**src/rtl/uart_tx_frame.sv**
```systemverilog
`default_nettype none
// ============================================================================
// Module   : uart_tx_frame
// Purpose  : UART transmitter. Serialises one character per valid/ready
//            handshake onto a registered TX line (idle high). The frame format
//            (data width, parity, stop bits) is fixed at elaboration. The bit
//            period is a runtime divisor. Back-to-back characters are sent
//            with no idle gap between frames.
// Ports    : i_clk       system clock
//            i_rst       asynchronous active-high reset
//            i_baud_div  clock cycles per bit, latched at accept (0 acts as 1)
//            i_data      character, latched at accept
//            i_valid     character available
//            i_break     (UART_TX_FRAME_BREAK_EN only) hold line low from idle
//            o_ready     character can be accepted this cycle
//            o_busy      frame in progress
//            o_tx        serial output, registered
// Options  : define UART_TX_FRAME_BREAK_EN to add the break input/state
// Revision : 1.0 - initial release
// ============================================================================
module uart_tx_frame #(
  parameter int DATA_BITS = 8,
  parameter int PARITY    = 0,
  parameter int STOP_BITS = 1,
  parameter int DIV_WIDTH = 16
) (
  input  logic                 i_clk,
  input  logic                 i_rst,
  input  logic [DIV_WIDTH-1:0] i_baud_div,
  input  logic [DATA_BITS-1:0] i_data,
  input  logic                 i_valid,
`ifdef UART_TX_FRAME_BREAK_EN
  input  logic                 i_break,
`endif
  output logic                 o_ready,
  output logic                 o_busy,
  output logic                 o_tx
);

  // --------------------------------------------------------------------------
  // Parameter legality
  // --------------------------------------------------------------------------
  if (DATA_BITS < 5 || DATA_BITS > 9) begin : g_chk_data_bits
    $error("uart_tx_frame: DATA_BITS must be in 5..9");
  end
  if (PARITY < 0 || PARITY > 2) begin : g_chk_parity
    $error("uart_tx_frame: PARITY must be 0, 1 or 2");
  end
  if (STOP_BITS < 1 || STOP_BITS > 2) begin : g_chk_stop_bits
    $error("uart_tx_frame: STOP_BITS must be 1 or 2");
  end
  if (DIV_WIDTH < 1) begin : g_chk_div_width
    $error("uart_tx_frame: DIV_WIDTH must be at least 1");
  end

  // --------------------------------------------------------------------------
  // Constants and state encoding
  // --------------------------------------------------------------------------
  localparam int               c_bit_w     = $clog2(DATA_BITS + 2);
  localparam logic [c_bit_w-1:0] c_last_data = c_bit_w'(DATA_BITS - 1);
  localparam logic [c_bit_w-1:0] c_last_stop = c_bit_w'(STOP_BITS - 1);
  localparam logic             c_has_par   = (PARITY != 0);
  localparam logic             c_par_inv   = (PARITY == 2);

  typedef enum logic [2:0] {
    S_IDLE  = 3'd0,
    S_START = 3'd1,
    S_DATA  = 3'd2,
    S_PAR   = 3'd3,
    S_STOP  = 3'd4
`ifdef UART_TX_FRAME_BREAK_EN
    , S_BRK = 3'd5
`endif
  } state_t;

  // --------------------------------------------------------------------------
  // Registers and next-state wires
  // --------------------------------------------------------------------------
  state_t               r_state;
  logic [c_bit_w-1:0]   r_bit;    // data bit index, or stop bit index in STOP
  logic [DIV_WIDTH-1:0] r_cnt;    // cycles elapsed in the current bit
  logic [DIV_WIDTH-1:0] r_div;    // latched divisor, never 0
  logic [DATA_BITS-1:0] r_shift;  // remaining data, LSB is the bit on the line
  logic                 r_par;    // parity bit of the latched character
  logic                 r_tx;

  state_t               w_state_next;
  logic [c_bit_w-1:0]   w_bit_next;
  logic [DIV_WIDTH-1:0] w_cnt_next;
  logic [DIV_WIDTH-1:0] w_div_in;
  logic                 w_shift_en;
  logic                 w_tx_next;
  logic                 w_bit_end;
  logic                 w_accept;

  assign w_bit_end = (r_cnt == r_div - DIV_WIDTH'(1));
  assign w_div_in  = (i_baud_div == '0) ? DIV_WIDTH'(1) : i_baud_div;

  // Ready in idle, and also in the last cycle of the last stop bit so the
  // next start bit follows the stop bit with no idle cycle in between.
  assign o_ready  = (r_state == S_IDLE) ||
                    ((r_state == S_STOP) && (r_bit == c_last_stop) && w_bit_end);
  assign w_accept = i_valid && o_ready;
  assign o_busy   = (r_state != S_IDLE);
  assign o_tx     = r_tx;

  // --------------------------------------------------------------------------
  // Next-state logic
  // --------------------------------------------------------------------------
  always_comb begin
    w_state_next = r_state;
    w_bit_next   = r_bit;
    w_cnt_next   = w_bit_end ? '0 : r_cnt + DIV_WIDTH'(1);
    w_shift_en   = 1'b0;
    w_tx_next    = 1'b1;

    case (r_state)
      S_IDLE: begin
        w_cnt_next = '0;
        if (w_accept) begin
          w_state_next = S_START;
        end
`ifdef UART_TX_FRAME_BREAK_EN
        else if (i_break) begin
          w_state_next = S_BRK;
        end
`endif
      end
      S_START: begin
        if (w_bit_end) begin
          w_state_next = S_DATA;
          w_bit_next   = '0;
        end
      end
      S_DATA: begin
        if (w_bit_end) begin
          if (r_bit == c_last_data) begin
            w_state_next = c_has_par ? S_PAR : S_STOP;
            w_bit_next   = '0;
          end else begin
            w_bit_next = r_bit + c_bit_w'(1);
            w_shift_en = 1'b1;
          end
        end
      end
      S_PAR: begin
        if (w_bit_end) begin
          w_state_next = S_STOP;
          w_bit_next   = '0;
        end
      end
      S_STOP: begin
        if (w_bit_end) begin
          if (r_bit == c_last_stop) begin
            w_state_next = w_accept ? S_START : S_IDLE;
            w_bit_next   = '0;
          end else begin
            w_bit_next = r_bit + c_bit_w'(1);
          end
        end
      end
`ifdef UART_TX_FRAME_BREAK_EN
      S_BRK: begin
        w_cnt_next = '0;
        // Starting at the last stop index makes the trailing STOP exactly
        // one bit period regardless of STOP_BITS.
        if (!i_break) begin
          w_state_next = S_STOP;
          w_bit_next   = c_last_stop;
        end
      end
`endif
      default: begin
        w_state_next = S_IDLE;
        w_bit_next   = '0;
        w_cnt_next   = '0;
      end
    endcase

    // The line is registered, so drive it from the state being entered.
    case (w_state_next)
      S_START: w_tx_next = 1'b0;
      S_DATA:  w_tx_next = w_shift_en ? r_shift[1] : r_shift[0];
      S_PAR:   w_tx_next = r_par;
`ifdef UART_TX_FRAME_BREAK_EN
      S_BRK:   w_tx_next = 1'b0;
`endif
      default: w_tx_next = 1'b1;
    endcase
  end

  // --------------------------------------------------------------------------
  // State and datapath registers
  // --------------------------------------------------------------------------
  always_ff @(posedge i_clk or posedge i_rst) begin
    if (i_rst) begin
      r_state <= S_IDLE;
      r_bit   <= '0;
      r_cnt   <= '0;
      r_div   <= DIV_WIDTH'(1);
      r_shift <= '0;
      r_par   <= 1'b0;
      r_tx    <= 1'b1;
    end else begin
      r_state <= w_state_next;
      r_bit   <= w_bit_next;
      r_cnt   <= w_cnt_next;
      r_tx    <= w_tx_next;
      if (w_accept) begin
        r_shift <= i_data;
        r_div   <= w_div_in;
        r_par   <= (^i_data) ^ c_par_inv;
      end else if (w_shift_en) begin
        r_shift <= r_shift >> 1;
      end
    end
  end

endmodule
`default_nettype wire

```
**config.mk**
```make
export PLATFORM = sky130hd
export DESIGN_NAME = uart_tx_frame
export DESIGN_NICKNAME = d
export VERILOG_FILES = /design/src/rtl/uart_tx_frame.sv
export SDC_FILE = /design/constraint.sdc
export NUM_CORES = 1
export LEC_CHECK = 0
export ABC_AREA = 1
export ABC_CLOCK_PERIOD_IN_PS = 3140
export BUFFER_PORTS_ARGS = -buffer_cell sky130_fd_sc_hd__buf_4
export CORE_ASPECT_RATIO = 0.6
export CORE_MARGIN = 4
export CORE_UTILIZATION = 55
export CTS_CLUSTER_DIAMETER = 100
export DETAILED_ROUTE_END_ITERATION = 12
export GPL_TIMING_DRIVEN = 0
export PLACE_DENSITY = 0.79
export SLEW_MARGIN = 15
export SYNTH_ARGS = -nofsm -noshare
export SYNTH_HDL_FRONTEND = slang
export SYNTH_SLANG_ARGS = --single-unit
```
**constraint.sdc**
```tcl
create_clock -name i_clk -period 3.14 [get_ports i_clk]
set_input_delay 0 -clock i_clk [delete_from_list [all_inputs] [get_ports i_clk]]
set_output_delay 0 -clock i_clk [all_outputs]
set_load 0.005 [all_outputs]
```
Word-level counts from Yosys, hierarchy flattened
Index checks and enable logic that the tools add are counted.
- reduce and logical (&&, ||, !) cells: 13
- multipliers: 0
- add/sub/neg operators: 3
- mux-type cells: 25
- eq/ne operators: 12
- div/mod/pow operators: 0
- magnitude comparators: 0
- bitwise operators: 1
- shifts and indexed selects: 0
- operator list (operator ; count):
    two-way mux 16 bit ; 3
    two-way mux 3 bit ; 7
    two-way mux 4 bit ; 5
    adder 16 x 1 -> 16 bit, second input constant ; 1
    == test 16 bit ; 1
    zero test 16 bit ; 1
    two-way mux 8 bit ; 2
    one-hot mux 4 bit (4 select lines) ; 1
    subtractor 16 x 1 -> 16 bit, second input constant ; 1
    one-hot mux 3 bit (5 select lines) ; 1
    == test 3 x 2 -> 1 bit, second input constant ; 4
    parity 8 bit ; 1
    == test 3 x 1 -> 1 bit, second input constant ; 2
    two-way mux 1 bit ; 5
    adder 4 x 1 -> 4 bit, second input constant ; 1
    == test 4 x 3 -> 1 bit, second input constant ; 1
    zero test 4 bit ; 1
    inequality test 2 bit, second input constant ; 2
    AND reduction 4 bit ; 1
    OR reduction 4 bit ; 1
    == test 3 bit, second input constant ; 1
    logical AND 1 bit ; 3
    zero test 3 bit ; 1
    one-hot mux 1 bit (3 select lines) ; 1
    other kinds (6) ; 6
- output and inout bits: 3
- logic and storage cells: 61
- ROM bits: 0
- input port bits: 27
- RAM bits: 0
- register bits: 49
- memories: 0
- bits in latches: 0

Logic depth before layout (Yosys ltp)
Gate-level depths: netlist of the first run.
- depth in word-level cells: 11
- depth in mapped cells: 18

Worst setup path after synthesis of the first run
Ideal clock, no wire load.
- path kind: register -> register
- from: reg r_div[0]
- to: reg r_div[3]
- data arrival time: 2.102 ns
- cell stages (with the launch flop): 19
- path slack: 0.921 ns
- buffers on the path: 2
- cells stage by stage: dfstp_2 -> inv_1 -> ha_1 -> nand2_2 -> nor2_2 -> nand2_1 -> nand2_1 -> nand2_1 -> nand2_1 -> nor2_1 -> nand2_1 -> nor2_1 -> nand3_1 -> nand2_2 -> nand2_2 -> buf_6 -> buf_6 -> nand2_1 -> nand2_1
- cells in the longest elaborated chain, start to end: 5
- RTL lines (element ; line ; source):
    start, declared ; 82 ; logic [DIV_WIDTH-1:0] r_div;
    start signal, assigned ; 211 ; r_div <= w_div_in;
    subtractor 16 x 1 -> 16 bit ; 96 ; assign w_bit_end = (r_cnt == r_div - DIV_WIDTH'(1));
    == test 16 bit ; 96 ;
    logical AND 1 bit ; 102 ; ((r_state == S_STOP) && (r_bit == c_last_stop) && w_bit_end);
    logical OR 1 bit ; 101 ; assign o_ready = (r_state == S_IDLE) ||
    logical AND 1 bit ; 103 ; assign w_accept = i_valid && o_ready;
No other way between the ends.
A chain may end at the register's enable or synchronous reset.

Worst setup path in the final report of the first run
- from: reg r_div[0]
- to: out o_ready
- cells in the longest elaborated chain, start to end: 4
- RTL lines (element ; line ; source):
    subtractor 16 x 1 -> 16 bit ; 96 ;
    == test 16 bit ; 96 ;
    logical AND 1 bit ; 102 ;
    logical OR 1 bit ; 101 ;
    end, declared ; 35 ; output logic o_ready,
No other way between the ends.

==> impl_metrics.ini, run 1 <==
[outcome]
status = complete, no violations

[worst_setup_path]
cp_data_arrival_time_ps = 2760
path_max_fanout = 10
critical_path.endpoint = o_ready
cp-start-kind = flop
r2r_cells = 15
r2r-start = r_div[0]
ff2ff_setup_slack_ps = 490
startpoint = r_div[0]
rr_endpoint = r_cnt[12]
crit_required_ps = 3140
critPathKind = flop to primary output
cp-end-kind = primary output

[route]
remaining_drc_errors = 0
postRouteAntennaNets = 0
drt_iter0_drc = 324
drt_first_pass_iters = 5
dr_total_vias = 3449
wire_per_inst_um = 14.3
viasPerCell = 5.37
wirelength_um = 9200

[floorplan]
dieArea_um2 = 7430
chipHeight_um = 68.4
rows = 21
io_pins = 30
die_w_um = 109
coreArea_um2 = 5730
start_util_pct = 58.4

[cells_and_area]
fillers = 485
nets = 592
areaGrowthSynthToFinish_pct = 20.7
n_antenna_cell = 0
layout-drive-gt1-share_pct = 11.0

[pwr]
ir_drop_v = 0.000179
p_leak_nw = 2.23
power.density_nw_per_um2 = 299

[synthesis]
synth_area_um2 = 3340
ys_seq_area_share_pct = 36.7
synth.avg_cell_area_um2 = 6.68
synth_cells = 501
yosysWarnings = 0
syn_nets = 532
synth_cell_types = 32
ys_seq_elements = 49

[global_routing]
grt_max_degree = 29
grt_remaining_overflow = 0
grt_pass1_wl_um = 15600
grt_usage_pct = 27.4
antenna_found_initial = 0
grt_pass1_vias = 3205

[sta]
maxSlewHeadroom_pct = 66.6
timing.fmax_mhz = 362
setup_ws_ps = 375
whs_ps = 38.6
worst_pin_slew_ps = 500
fin_skew_ps = 5.68
grt_setup_unrepaired = no
finalSetupTns_ps = 0
fin_crit_sh_pct = 88.0
drv_slew = 0
setup_viol = 0
period_needed_ps = 2760
finalHoldViolations = 0

[cts]
cts_root_buf = clkbuf_8
tritoncts = done
clk_latency_ps = 310
cts_resized = 0
cts_buffers = 5
cts.sinks = 49
htree_levels = 2
cts_hold_buf = 24
clockBufferDepth = 2
post_cts_buffers = 0
path_clk_slew_ps = 90

[place]
place_hpwl_um = 6730
port_buffers = 28
place_congestion = 0.989
dp_slack_ps = 526

[min_path]
holdCritPathClass = input port to flop
hold_path_depth = 4

[job]
max_cap_violations = 0
## critical path: stages, from the launching register on
cell and delay [ps]:
dfstp_2 560, inv_1 80, ha_1 250, nand2_2 180, nor2_2 70, nand2_1 110
nand2_1 60, nand2_1 70, nand2_1 70, nor2_1 110, nand2_1 50, nor2_1 150
nand3_1 110, nand2_2 160, buf_2 260, buf_4 150
## power breakdown
group / leakage [nW] / switching [mW] / internal (mW)
Combinational: 1.53 / 0.0423 / 0.0534
Sequential: 0.642 / 0 / 0.631
Clock: 0.0574 / 0.222 / 0.259
## per-stage QoR
| step | instance area (um2) | cells | utilization, % | power (mW) |
|---|---|---|---|---|
| final | 4040 | 642 | 70.4 | 1.21 |
| after global routing | 4040 | 642 | 70.4 | 1.25 |
| after CTS | 4040 | 642 | 70.4 | 1.21 |
| after detailed placement | 3670 | 610 | 64.2 | 0.712 |
| after global placement | 3650 | 609 | 63.8 | 0.708 |
| after floorplan | 3340 | 501 | - | 0.673 |
## final cells by class
| cell class | instances | area, um2 | share of cell area [%] |
|---|---|---|---|
| Multi-Input combinational cell | 383 | 1840 | 45.5 |
| Tap cell | 80 | 100 | 2.48 |
| Clock inverter | 2 | 37.5 | 0.930 |
| Buffer | 9 | 53.8 | 1.33 |
| Inverter | 60 | 225 | 5.58 |
| Sequential cell | 49 | 1230 | 30.4 |
| Timing Repair Buffer | 53 | 470 | 11.7 |
| Clock buffer | 6 | 82.6 | 2.05 |
## kinds of logic (layout without fill, tap and decap cells)
logic type	after synthesis	after routing	synth area share [%]
AOI/OAI and AO/OA	21	21	3.40
and+or+nand+nor	331	331	42.9
adders and majority gates	4	4	1.50
DFF	49	49	36.7
xor gates and xnor gates	27	27	7.07
buffers and inverters	69	130	8.34
## flip-flops by register name, indices dropped and copies added, names as in the netlist
name and cells:
o_tx 1, r_bit 4, r_cnt 16, r_div 16, r_par 1, r_shift 8
r_state 3
## per-layer routing
layer	global-route usage (%)	wire length, um	vias up
met3	5.37	851	16
met4	6.30	123	0
met1	39.8	4390	1600
li1	-	-	1697
met2	42.2	3830	136
met5	0	0	-
## cells in the final DEF, fill, tap and decap left out
master and n:
dfrtp_1 47, nor2_4 2, inv_1 56, a31oi_1 2, nor2_1 73, clkbuf_8 6
buf_6 2, inv_2 3, a21oi_1 8, a41oi_1 1, nand3b_1 5, nand2_2 5
o21ai_0 8, clkinv_1 1, nor4_1 4, nor3_2 1, buf_12 1, o211ai_1 1
nand4_1 4, o21ai_1 1, nor3_1 7, clkbuf_1 3, nor3b_1 1, dlygate4sd3_1 24
nand2b_1 1, dfstp_2 2, bufinv_16 1, buf_4 28, or3b_2 1, ha_1 4
nor2_2 3, nand3_2 2, nand2_1 157, xor2_1 14, buf_2 4, nand3_1 65
clkinvlp_4 1, xnor2_1 13
## worst min-delay path by stage
stage | end | start
6_report | r_shift[6] | i_data[6]
5_1_grt | r_shift[6] | i_data[6]
4_1_cts | r_shift[6] | i_data[6]
3_5_place_dp | r_state[0] | i_rst
3_3_place_gp | r_div[15] | i_baud_div[15]
2_1_floorplan | r_div[10] | i_baud_div[10]
## cell usage after synthesis (all sizes together)
master / number / area (um2)
nand2: 162 / 621
nor2: 78 / 315
nand3: 67 / 345
inv: 59 / 221
dfrtp: 47 / 1180
xor2: 14 / 123
xnor2: 13 / 114
o21ai: 9 / 45.0
a21oi: 8 / 40.0
nor3: 8 / 45.0
buf: 6 / 42.5
nand3b: 5 / 37.5
ha: 4 / 50.1
nand4: 4 / 25.0
nor4: 4 / 25.0
clkbuf: 3 / 11.3
a31oi: 2 / 12.5
dfstp: 2 / 52.6
a41oi: 1 / 8.76
clkinv: 1 / 3.75
nand2b: 1 / 6.26
nor3b: 1 / 7.51
o211ai: 1 / 7.51
or3b: 1 / 8.76
Note: power is estimated with default switching activity, not from simulation.
==> run 2: changes to the inputs <==
--- a/config.mk
+++ b/config.mk
@@ -8,7 +8,7 @@
 export ABC_AREA = 1
 export ABC_CLOCK_PERIOD_IN_PS = 3140
 export BUFFER_PORTS_ARGS = -buffer_cell sky130_fd_sc_hd__buf_4
-export CORE_ASPECT_RATIO = 0.6
+export CORE_ASPECT_RATIO = 1.2
 export CORE_MARGIN = 4
 export CORE_UTILIZATION = 55
 export CTS_CLUSTER_DIAMETER = 100
==> constraint.sdc (replaced) <==
create_clock -name i_clk -period 3.14 [get_ports i_clk]
set_input_delay 0.314 -clock i_clk [delete_from_list [all_inputs] [get_ports i_clk]]
set_output_delay 0.314 -clock i_clk [all_outputs]
set_load 0.005 [all_outputs]
==> run 2 against run 1 <==
Effect of this change:
- power fell by 11%
- largest power group unchanged
- core utilization fell by 5.3 points
- worst hold slack improved by 220 ps
- flip-flop and latch count did not move
- global-route usage fell by 4.3 points
- design area fell by 6.7%
- largest cell class unchanged
- fmax fell by 5.2%
- sequential power barely moved
==> impl_metrics.ini, run 2 (synthesis results as in run 1) <==
[global_routing]
grt_usage_pct = 23.1
grt_max_degree = 34
antenna_found_initial = 0
grt_pass1_wl_um = 13600
grt_remaining_overflow = 0
grt_pass1_vias = 3047

[sta]
timing.fmax_mhz = 343
fin_crit_sh_pct = 92.9
period_needed_ps = 2920
grt_setup_unrepaired = no
maxSlewHeadroom_pct = 65.8
drv_slew = 0
finalSetupTns_ps = 0
finalHoldViolations = 0
fin_skew_ps = 10.2
worst_pin_slew_ps = 509
setup_viol = 0
setup_ws_ps = 223

[worst_setup_path]
path_cells = inv_1, ha_1, nand2_2, nor2_2, nand2_1, nand2_1, nand2_1, nand2_1, nor2_1, nand2_1, nor2_2, nand3_1, nand2_2, buf_4
startpoint = r_div[0]
path_max_fanout = 15
critPathSlowestCell = dfstp_2
crit_required_ps = 2830
cp_data_arrival_time_ps = 2600
cp-start-kind = flop
cp-end-kind = primary output
ff2ff_setup_slack_ps = 390
cpMostUsedCell = nand2_1
critPathBufInv = 2
r2r_cells = 15
rr_endpoint = r_cnt[7]
critPathKind = flop to primary output
r2r-start = r_div[0]
max_stage_delay_ps = 560
cp_top_family = simple AND/OR/NAND/NOR gates

[cts]
clk_latency_ps = 310
tritoncts = done
post_cts_buffers = 0
htree_levels = 2
cts_buffers = 5
cts.sinks = 49
cts_root_buf = clkbuf_8
clockBufferDepth = 2
path_clk_slew_ps = 90

[cells_and_area]
utilization_pct = 65.2
layout-drive-gt1-share_pct = 11.2
fillers = 567
nets = 568
areaGrowthSynthToFinish_pct = 12.6
reg_top3 = r_cnt: 16 flops, r_div: 16 flops, r_shift: 8 flops
layout_commonest_cell = nand2_1
n_antenna_cell = 0
final_cell_mix = nand2_1 (157), nor2_1 (72), nand3_1 (65)

[pwr]
ir_drop_v = 0.000207
power.density_nw_per_um2 = 284
p_leak_nw = 2.11

[route]
dr_total_vias = 3259
remaining_drc_errors = 0
drt_first_pass_iters = 4
drt_iter0_drc = 209
wire_per_inst_um = 12.7
postRouteAntennaNets = 0
wirelength_um = 7840
viasPerCell = 5.27

[min_path]
holdPathEnd = r_div[3]
hp-start = i_baud_div[3]
hold_path_depth = 3
holdCritPathClass = input port to flop

[floorplan]
die_w_um = 79.2
chipHeight_um = 93.4
rows = 30
dieArea_um2 = 7400
start_util_pct = 57.9
coreArea_um2 = 5780
io_pins = 30

[place]
place_congestion = 0.944
dp_slack_ps = 375
port_buffers = 28
place_hpwl_um = 6350

[job]
max_cap_violations = 0

[outcome]
status = complete, no violations
## run 2: cell count changes in the layout (fill, tap and decap cells not counted), sizes merged
| cell | before | now |
|---|---|---|
| clkbuf | 9 | 10 |
| buf | 35 | 34 |
| bufinv | 1 | 0 |
| dlygate4sd3 | 24 | 1 |
## run 2: routing by layer
metal | up-vias | wire length [um] | GRT usage [%]
met3 | 11 | 370 | 3.18
met1 | 1517 | 3330 | 28.4
li1 | 1649 | - | -
met4 | 0 | 107 | 6.45
met5 | - | 0 | 0
met2 | 82 | 4040 | 41.9
## run 2: worst max path at each step
stage | to | slack, ps | depth (start not counted)
finish | o_ready | 220 | 14
global route | o_ready | 2 | 14
CTS | o_ready | 30 | 15
detailed placement | o_ready | 380 | 15
global placement | o_ready | 410 | 15
floorplan | r_div[3] | 920 | 18
## run 2: worst register-to-register path: stages (launching register included)
cell and delay [ps]:
dfstp_2 560, inv_1 90, ha_1 330, inv_1 60
nand2_1 40, nand2_1 100, nand2_1 70, nor2_1 100
nand3_1 80, nor2_1 140, nand2_1 80, nor2_1 190
nand2_1 150, nand3_1 290, buf_2 300, nor2_1 70
## run 2: final cells by class
type	count	area, um2	area share (%)
Timing Repair Buffer	30	240	6.38
Clock inverter	1	7.51	0.199
Inverter	60	225	5.98
Clock buffer	7	76.3	2.03
Multi-Input combinational cell	383	1840	48.8
Sequential cell	49	1230	32.6
Tap cell	80	100	2.66
Buffer	8	48.8	1.30
## run 2: repair_timing
item,CTS,global route
endpoints found under the setup margin,0,1
endpoints found under the hold margin,15,0
hold buffers,1,0
gates resized for setup,0,1
## run 2: through the flow
step | area (um2) | total power, mW | hold slack [ps] | instances
after global routing | 3770 | 1.12 | 263 | 618
final | 3770 | 1.07 | 254 | 618
after floorplan | 3340 | 0.673 | 442 | 501
after CTS | 3770 | 1.08 | 247 | 619
after detailed placement | 3670 | 0.712 | 322 | 610
after global placement | 3650 | 0.708 | 458 | 609
## run 2: power breakdown
part           total (mW)  internal, mW  switching [mW]
clock network       0.370         0.158           0.212
logic              0.0692        0.0347          0.0345
registers           0.631         0.631               0
